===== src/rtl/stream_rr_arbiter.sv =====
// ============================================================================
// Module      : stream_rr_arbiter
// Description : N-to-1 round-robin valid/ready stream arbiter with bounded
//               bursts and a registered output stage. Optional packet-aligned
//               release via `STREAM_ARB_LAST_EN (adds in_last/out_last).
// Revision    : 1.0 - initial release
// ============================================================================
`default_nettype none

module stream_rr_arbiter #(
    parameter int NUM_CH     = 7,
    parameter int DATA_WIDTH = 128,
    parameter int MAX_BURST  = 9,
    localparam int CH_W      = (NUM_CH > 1) ? $clog2(NUM_CH) : 1,
    localparam int CNT_W     = $clog2(MAX_BURST + 1)
) (
    input  logic                         clk,
    input  logic                         rst_n,
    input  logic [NUM_CH-1:0]            in_valid,
    input  logic [NUM_CH*DATA_WIDTH-1:0] in_data,
    output logic [NUM_CH-1:0]            in_ready,
`ifdef STREAM_ARB_LAST_EN
    input  logic [NUM_CH-1:0]            in_last,
    output logic                         out_last,
`endif
    output logic                         out_valid,
    output logic [DATA_WIDTH-1:0]        out_data,
    output logic [CH_W-1:0]              out_ch,
    input  logic                         out_ready
);

    typedef enum logic [0:0] {
        ST_IDLE  = 1'b0,
        ST_GRANT = 1'b1
    } state_t;

    state_t                 state_q, state_d;
    logic [CH_W-1:0]        rr_ptr_q, rr_ptr_d;
    logic [CH_W-1:0]        gnt_q, gnt_d;
    logic [CNT_W-1:0]       beat_cnt_q, beat_cnt_d;

    logic                   out_valid_q;
    logic [DATA_WIDTH-1:0]  out_data_q;
    logic [CH_W-1:0]        out_ch_q;
    logic                   out_last_q;

    logic [2*NUM_CH-1:0]    w_req_dbl;
    logic [NUM_CH-1:0]      w_req_rot;
    logic [CH_W-1:0]        w_pick_off;
    logic [CH_W:0]          w_pick_sum;
    logic [CH_W-1:0]        w_pick_idx;
    logic                   w_pick_any;

    logic                   w_gnt_valid;
    logic                   w_can_load;
    logic                   w_accept;
    logic                   w_burst_end;
    logic                   w_last_hit;
    logic                   w_release;
    logic [CH_W-1:0]        w_ptr_next;
    logic [DATA_WIDTH-1:0]  w_sel_data;
    logic                   w_sel_last;

    // Rotate requests so that bit 0 corresponds to rr_ptr; the lowest set
    // bit of the rotated vector is then the round-robin winner's offset.
    assign w_req_dbl  = {in_valid, in_valid};
    assign w_req_rot  = w_req_dbl[rr_ptr_q +: NUM_CH];
    assign w_pick_any = |in_valid;

    always_comb begin
        w_pick_off = '0;
        for (int k = NUM_CH - 1; k >= 0; k--) begin
            if (w_req_rot[k]) begin
                w_pick_off = CH_W'(k);
            end
        end
    end

    assign w_pick_sum = {1'b0, rr_ptr_q} + {1'b0, w_pick_off};
    assign w_pick_idx = (w_pick_sum >= (CH_W+1)'(NUM_CH))
                      ? CH_W'(w_pick_sum - (CH_W+1)'(NUM_CH))
                      : w_pick_sum[CH_W-1:0];

    assign w_gnt_valid = in_valid[gnt_q];
    assign w_can_load  = ~out_valid_q | out_ready;
    assign w_accept    = (state_q == ST_GRANT) & w_gnt_valid & w_can_load;
    assign w_burst_end = w_accept & (beat_cnt_q == CNT_W'(MAX_BURST - 1));
    assign w_sel_data  = in_data[gnt_q*DATA_WIDTH +: DATA_WIDTH];

`ifdef STREAM_ARB_LAST_EN
    assign w_sel_last  = in_last[gnt_q];
    assign w_last_hit  = w_accept & w_sel_last;
`else
    assign w_sel_last  = 1'b0;
    assign w_last_hit  = 1'b0;
`endif

    // A dropped request releases the grant even while backpressured.
    assign w_release  = ~w_gnt_valid | w_burst_end | w_last_hit;
    assign w_ptr_next = (gnt_q == CH_W'(NUM_CH - 1)) ? '0 : gnt_q + 1'b1;

    always_comb begin
        state_d    = state_q;
        rr_ptr_d   = rr_ptr_q;
        gnt_d      = gnt_q;
        beat_cnt_d = beat_cnt_q;
        case (state_q)
            ST_IDLE: begin
                if (w_pick_any) begin
                    gnt_d      = w_pick_idx;
                    beat_cnt_d = '0;
                    state_d    = ST_GRANT;
                end
            end
            ST_GRANT: begin
                if (w_accept) begin
                    beat_cnt_d = beat_cnt_q + 1'b1;
                end
                if (w_release) begin
                    state_d  = ST_IDLE;
                    rr_ptr_d = w_ptr_next;
                end
            end
            default: begin
                state_d = ST_IDLE;
            end
        endcase
    end

    always_comb begin
        in_ready        = '0;
        in_ready[gnt_q] = w_accept;
    end

    always_ff @(posedge clk or negedge rst_n) begin
        if (!rst_n) begin
            state_q    <= ST_IDLE;
            rr_ptr_q   <= '0;
            gnt_q      <= '0;
            beat_cnt_q <= '0;
        end else begin
            state_q    <= state_d;
            rr_ptr_q   <= rr_ptr_d;
            gnt_q      <= gnt_d;
            beat_cnt_q <= beat_cnt_d;
        end
    end

    // Output stage drains independently of the arbitration state; a new
    // accept on the same cycle as an unload simply overwrites the slot.
    always_ff @(posedge clk or negedge rst_n) begin
        if (!rst_n) begin
            out_valid_q <= 1'b0;
            out_data_q  <= '0;
            out_ch_q    <= '0;
            out_last_q  <= 1'b0;
        end else if (w_accept) begin
            out_valid_q <= 1'b1;
            out_data_q  <= w_sel_data;
            out_ch_q    <= gnt_q;
            out_last_q  <= w_sel_last;
        end else if (out_ready) begin
            out_valid_q <= 1'b0;
        end
    end

    assign out_valid = out_valid_q;
    assign out_data  = out_data_q;
    assign out_ch    = out_ch_q;

`ifdef STREAM_ARB_LAST_EN
    assign out_last  = out_last_q;
`else
    logic w_unused;
    assign w_unused  = out_last_q;
`endif

    a_ready_onehot: assert property (@(posedge clk) disable iff (!rst_n)
        $onehot0(in_ready));

    a_out_hold: assert property (@(posedge clk) disable iff (!rst_n)
        (out_valid && !out_ready) |=> (out_valid && $stable(out_data) && $stable(out_ch)));

endmodule

`default_nettype wire


===== config.mk =====
export PLATFORM = sky130hd
export DESIGN_NAME = stream_rr_arbiter
export DESIGN_NICKNAME = d
export VERILOG_FILES = /design/src/rtl/stream_rr_arbiter.sv
export SDC_FILE = /design/constraint.sdc
export NUM_CORES = 1
export LEC_CHECK = 0
export BUFFER_PORTS_ARGS = -buffer_cell sky130_fd_sc_hd__buf_4
export CAP_MARGIN = 20
export CORE_AREA = 2 2 408 410
export CTS_BUF_LIST = sky130_fd_sc_hd__clkbuf_8 sky130_fd_sc_hd__clkbuf_16
export DETAILED_ROUTE_END_ITERATION = 8
export DIE_AREA = 0 0 410 412
export PLACE_DENSITY = 0.3
export SYNTH_ARGS = -nofsm -noshare
export SYNTH_HDL_FRONTEND = slang
export SYNTH_SLANG_ARGS = --single-unit
export TNS_END_PERCENT = 1

===== constraint.sdc =====
create_clock -name clk -period 4.3 [get_ports clk]
set_input_delay 0.645 -clock clk [delete_from_list [all_inputs] [get_ports clk]]
set_output_delay 0.645 -clock clk [all_outputs]
set_load 0.02 [all_outputs]

=== After elaboration in Yosys (flattened, before gate mapping) ===
Cells that the tools add are included.

* Register bits: 143
* Input bits: 906
* Output and inout port bits: 139
* Logic and storage cells: 56

* $add $sub $neg: 4
* Magnitude comparators: 3
* Eq/ne operators: 4
* Shift-type cells: 2
* Multiplexer cells: 21
* Bitwise gates (word level): 9
* Reductions and logical operators: 6

{| class="wikitable"
|+ Operators with widths
! operator !! number
|-
| 896-bit by 11-bit indexed part select with 128-bit output || 1
|-
| 3-bit two-way mux || 9
|-
| 14-bit by 4-bit indexed part select with 7-bit output || 1
|-
| 4-bit two-way mux || 2
|-
| 4-bit one-hot mux with 2 select lines || 1
|-
| 7-bit bitwise AND || 1
|-
| 7-bit OR reduction || 1
|-
| 1-bit two-way mux || 6
|-
| 2-bit AND reduction || 3
|-
| 3-bit by 3-bit adder with 4-bit output || 1
|-
| 4-bit by 1-bit adder with 4-bit output (second input constant) || 1
|-
| 4-bit == test (second input constant) || 1
|-
| 4-bit by 3-bit greater-or-equal comparator with 1-bit output (second input constant) || 1
|-
| 3-bit by 4-bit < comparator with 1-bit output (second input constant) || 1
|-
| 3-bit by 1-bit adder with 3-bit output (second input constant) || 1
|-
| 1-bit bitwise AND || 3
|-
| 1-bit binary-select mux with 3-bit select || 1
|-
| 1-bit demux with 3-bit select || 1
|-
| 3-bit == test (second input constant) || 1
|-
| 3-bit by 1-bit greater-or-equal comparator with 1-bit output (second input constant) || 1
|-
| 1-bit NOT || 3
|-
| 3-bit subtractor (second input constant) || 1
|-
| 2-bit by 1-bit inequality test with 1-bit output (second input constant) || 1
|-
| 2-bit inequality test (second input constant) || 1
|-
| 4 further kinds || 5
|}

=== Depth between registers and ports, before layout ===
* Depth in word-level cells: 11
* Mapped depth: 14
* Gate-level depth less buffers: 13

=== Least setup slack after synthesis ===
OpenSTA, ideal clock, no wires.

* Kind: register to register
* Start point: register rr_ptr_q[0]
* End point: register gnt_q[1]
* Library setup time: 135 ps
* Data arrival time: 3265 ps
* Data required time: 4165 ps
* Path slack: 900 ps
* Cell stages (with the launch flop): 14
* Path buffers: 1
* Period minus slack after synthesis: 3400 ps
* Cell sequence: dfrtp_1 buf_2 mux2_2 mux2_2 o32a_1 a221oi_1 ha_1 inv_1 fa_1 inv_1 ha_1 a21boi_0 mux2i_1 o21ai_0

* Word-level cells in the longest chain between the ends: 11
* Elaborated cells on any way between the ends: 12
* Classes of those cells: 2 x add/sub; 1 x order compare; 1 x shift; 8 x mux

{| class="wikitable"
|+ RTL lines
! element !! line !! RTL
|-
| start: declaration || 38 || <nowiki>logic [CH_W-1:0] rr_ptr_q, rr_ptr_d;</nowiki>
|-
| start signal: assignment || 143 || <nowiki>rr_ptr_q <= rr_ptr_d;</nowiki>
|-
| 14-bit by 4-bit indexed part select with 7-bit output || 67 || <nowiki>assign w_req_rot = w_req_dbl[rr_ptr_q +: NUM_CH];</nowiki>
|-
| 3-bit two-way mux (7 in series) || 73 || <nowiki>if (w_req_rot[k]) begin</nowiki>
|-
| 3-bit by 3-bit adder with 4-bit output (*) || 79 || <nowiki>assign w_pick_sum = {1'b0, rr_ptr_q} + {1'b0, w_pick_off};</nowiki>
|-
| 4-bit by 3-bit greater-or-equal comparator with 1-bit output / 3-bit subtractor (equally long branches) || 80, 81 ||
|-
| 3-bit two-way mux (*) || 81 || <nowiki>? CH_W'(w_pick_sum - (CH_W+1)'(NUM_CH))</nowiki>
|-
| end signal: assignment || 144 || <nowiki>gnt_q <= gnt_d;</nowiki>
|-
| end: declaration || 39 || <nowiki>logic [CH_W-1:0] gnt_q, gnt_d;</nowiki>
|}

Every way passes the cells marked *; elsewhere a longest branch is shown, timed or not.
A chain may end at the register's enable or synchronous reset.

=== Worst setup path in the final report ===
Same ends and word-level chain as after synthesis.

==> reports/qor.yml <==
outcome: "complete, no violations"
antenna_found_initial: 65
postCtsSetupBuffers: 0
path_cells: "mux2_2, mux2_2, o32a_1, a221oi_1, ha_1, inv_1, fa_1, inv_1, ha_1, a21boi_0, mux2i_1, o21ai_0"
first_global_vias: 16600
syn-cell-area_sq_um: 13600
place_hpwl_um: 108000
synth_cell_types: 46
top_layer_used: "met5"
post_cts_resized: 0
critPathSlowestCell: "dfrtp_1"
path_max_fanout: 11
setup_tns_ns: 0
powerDensity_nw_per_um2: 689
routed_via_density: 3.50
yosysTopAreaCellShare_pct: 26.3
grt_max_degree: 146
clock_latency_ns: 0.54
syn_avg_cell_area_sq_um: 9.48
drtIter0Drc: 992
met3_length_um: 7970
regToRegEndpoint: "gnt_q[1]"
ant_nets: 0
timing_worst_setup_path_type: "register to register"
ir_drop_v: 0.000305
cts_tree: "done"
fin_crit_ns: 3.73
wl_um: 126000
synthArstFlopShare_pct: 100
crit_family: "compound AO/OA/AOI/OAI gates"
synth_nets: 2348
gp_congestion: 0.859
place_area_sq_um: 24000
clkSinkCount: 143
hp-class: "primary input to async pin"
synth-edff-count: 0
max_slew.worst_pin.slew_ns: 1.16
nFillCells: 18800
maxCapViolCount: 0
grt_first_pass_wirelength_um: 161000
cts_hold_buf: 0
setup_viol: 0
port_buffers: 1044
core_area_sq_um: 164000
synth_seq_area_share_pct: 26.3
r2r_slack_ns: 0.57
pre_cts_slack_ns: 0.527
dr_total_vias: 16100
syn_to_final_growth_pct: 81.1
p_leak_nw: 11.2
setup_ws_ns: 0.566
die_h_um: 412
drt-pass1-iter-count: 5
fmax_mhz: 268
reg2reg_depth: 12
path_clk_slew_ns: 0.08
drt-met1-wl_um: 52700
synthCells: 1435
arrival_ns: 4.13
yosys_most_used_dff: "dfrtp_1"
synth_seq_cells: 143
finalHoldViolations: 0
drc: 0
crit_buf_inv: 2
wl_met2_um: 63200
rows: 149
cts_root_buffer: "clkbuf_16"
cts_made_buffers: 17
reg2reg_from: "rr_ptr_q[0]"
yosysTopAreaCell: "dfrtp_1"
cts_buffer_depth: 2
fin_nets: 3297
io_pins: 1045
grt_overflow: 0
die_w_um: 410
final_layout_size_suffix_gt1_share_pct: 54.9
grt_util_all_layers_pct: 14.3
final.period_utilization_pct: 86.8
fin_worst_skew_ns: 0.0189
detail_route.wl_per_cell_um: 27.5
cp_slowest_stage_delay_ns: 0.65
htreeDepth: 4
fin_area_sq_um: 24600
slew_headroom_pct: 22.3
end_kind: "register"
start_util_pct: 8.28
ys.warnings.count: 0
ys_top_cells_by_area: "dfrtp_1 (26%), mux2i_1 (16%), mux2_4 (12%), a221o_1 (9.4%), mux2_2 (6.5%)"
slew_violations: 0
start_kind: "register"
worstPathRequired_ns: 4.69
dieArea_sq_um: 169000
rsz0062_at_grt: "no"
[power by group]
part	total (mW)	internal, mW	switching [mW]
clock network	1.74	0.886	0.851
logic	12.6	5.61	6.94
registers	2.69	2.04	0.646
total	17.0	8.54	8.44
[cells by family (layout without fill, tap and decap cells)]
logic type | count (synthesis) | count (layout) | share of synthesized area, %
AOI/OAI and AO/OA | 413 | 413 | 23.4
muxes | 409 | 409 | 35.2
xor gates and xnor gates | 2 | 2 | 0.129
adders and majority gates | 7 | 7 | 0.699
buffers and inverters | 160 | 1122 | 5.49
and+or+nand+nor | 301 | 301 | 8.69
other | 0 | 5 | 0
DFF | 143 | 143 | 26.3
[area by class of cell]
class	count	area (sq um)	share of cell area (%)
tap	2189	2740	11.1
clock buffer	17	425	1.73
inverter	9	33.8	0.137
timing repair buffer	1081	8330	33.8
clock inverter	15	186	0.757
multi-input combinational	1132	9310	37.8
antenna	5	12.5	0.0508
sequential	143	3590	14.6
[layer usage]
layer / GRT usage (%) / vias up
li1: - / 7363
met1: 17.5 / 7864
met2: 24.9 / 678
met3: 3.81 / 129
met4: 2.93 / 28
met5: 0 / -
[registers in the layout (all words and copies together), names as in the netlist]
name	count
out_ch	3
rr_ptr_q	3
gnt_q	3
beat_cnt_q	4
state_q	1
out_valid	1
out_data	128
[stage by stage]
| step | hold WS [ns] | util, % | std cells | total power [mW] |
|---|---|---|---|---|
| after floorplan | 0.349 | - | 1435 | 10.1 |
| after global placement | 0.484 | 14.6 | 4553 | 15.5 |
| after detailed placement | 0.486 | 14.6 | 4554 | 15.5 |
| after CTS | 0.107 | 15.0 | 4586 | 17.4 |
| after global routing | 0.110 | 15.0 | 4590 | 18.0 |
| final | 0.0997 | 15.0 | 4591 | 17.0 |
[cells in the mapped netlist, types with 2 or more instances]
cell type,instances
mux2i_1,217
nor4_1,3
o211ai_1,2
nand2_1,140
a2bb2oi_1,78
mux2_4,110
nor3_1,7
nor2_1,138
nand2b_1,3
inv_1,9
mux4_2,4
buf_2,33
nor2b_1,2
o21bai_1,2
ha_1,6
a221o_1,128
nand3_1,2
buf_1,4
a22oi_1,50
o21ai_0,135
clkbuf_1,100
o31ai_1,2
a21o_1,2
mux2_2,78
a21oi_1,4
buf_6,14
dfrtp_1,143
[worst max-delay path by stage]
stage | slack, ns | end | depth (start not counted) | start
after floorplan | 0.90 | gnt_q[1] | 13 | rr_ptr_q[0]
after global placement | 0.50 | gnt_q[1] | 13 | in_valid[3]
after detailed placement | 0.53 | gnt_q[1] | 13 | in_valid[3]
after CTS | 0.52 | gnt_q[1] | 12 | rr_ptr_q[0]
after global routing | 0.30 | gnt_q[1] | 12 | rr_ptr_q[0]
final | 0.57 | gnt_q[1] | 12 | rr_ptr_q[0]
[cell usage in the layout, fill, tap and decap left out, types with 4 or more instances in the layout]
master        n
buf_12       17
a2bb2oi_1    78
inv_1         9
diode_2       5
mux2_4      110
mux2i_1     217
inv_6         6
ha_1          6
nand2_1     140
mux2_2       78
nor2_1      135
inv_8         5
a22oi_1      50
buf_4      1063
o21ai_0     135
dfrtp_1     140
clkbuf_16    17
mux4_2        4
a21oi_1       4
a221o_1     128
nor3_1        7
No activity file was read; power rests on OpenSTA's default activity.
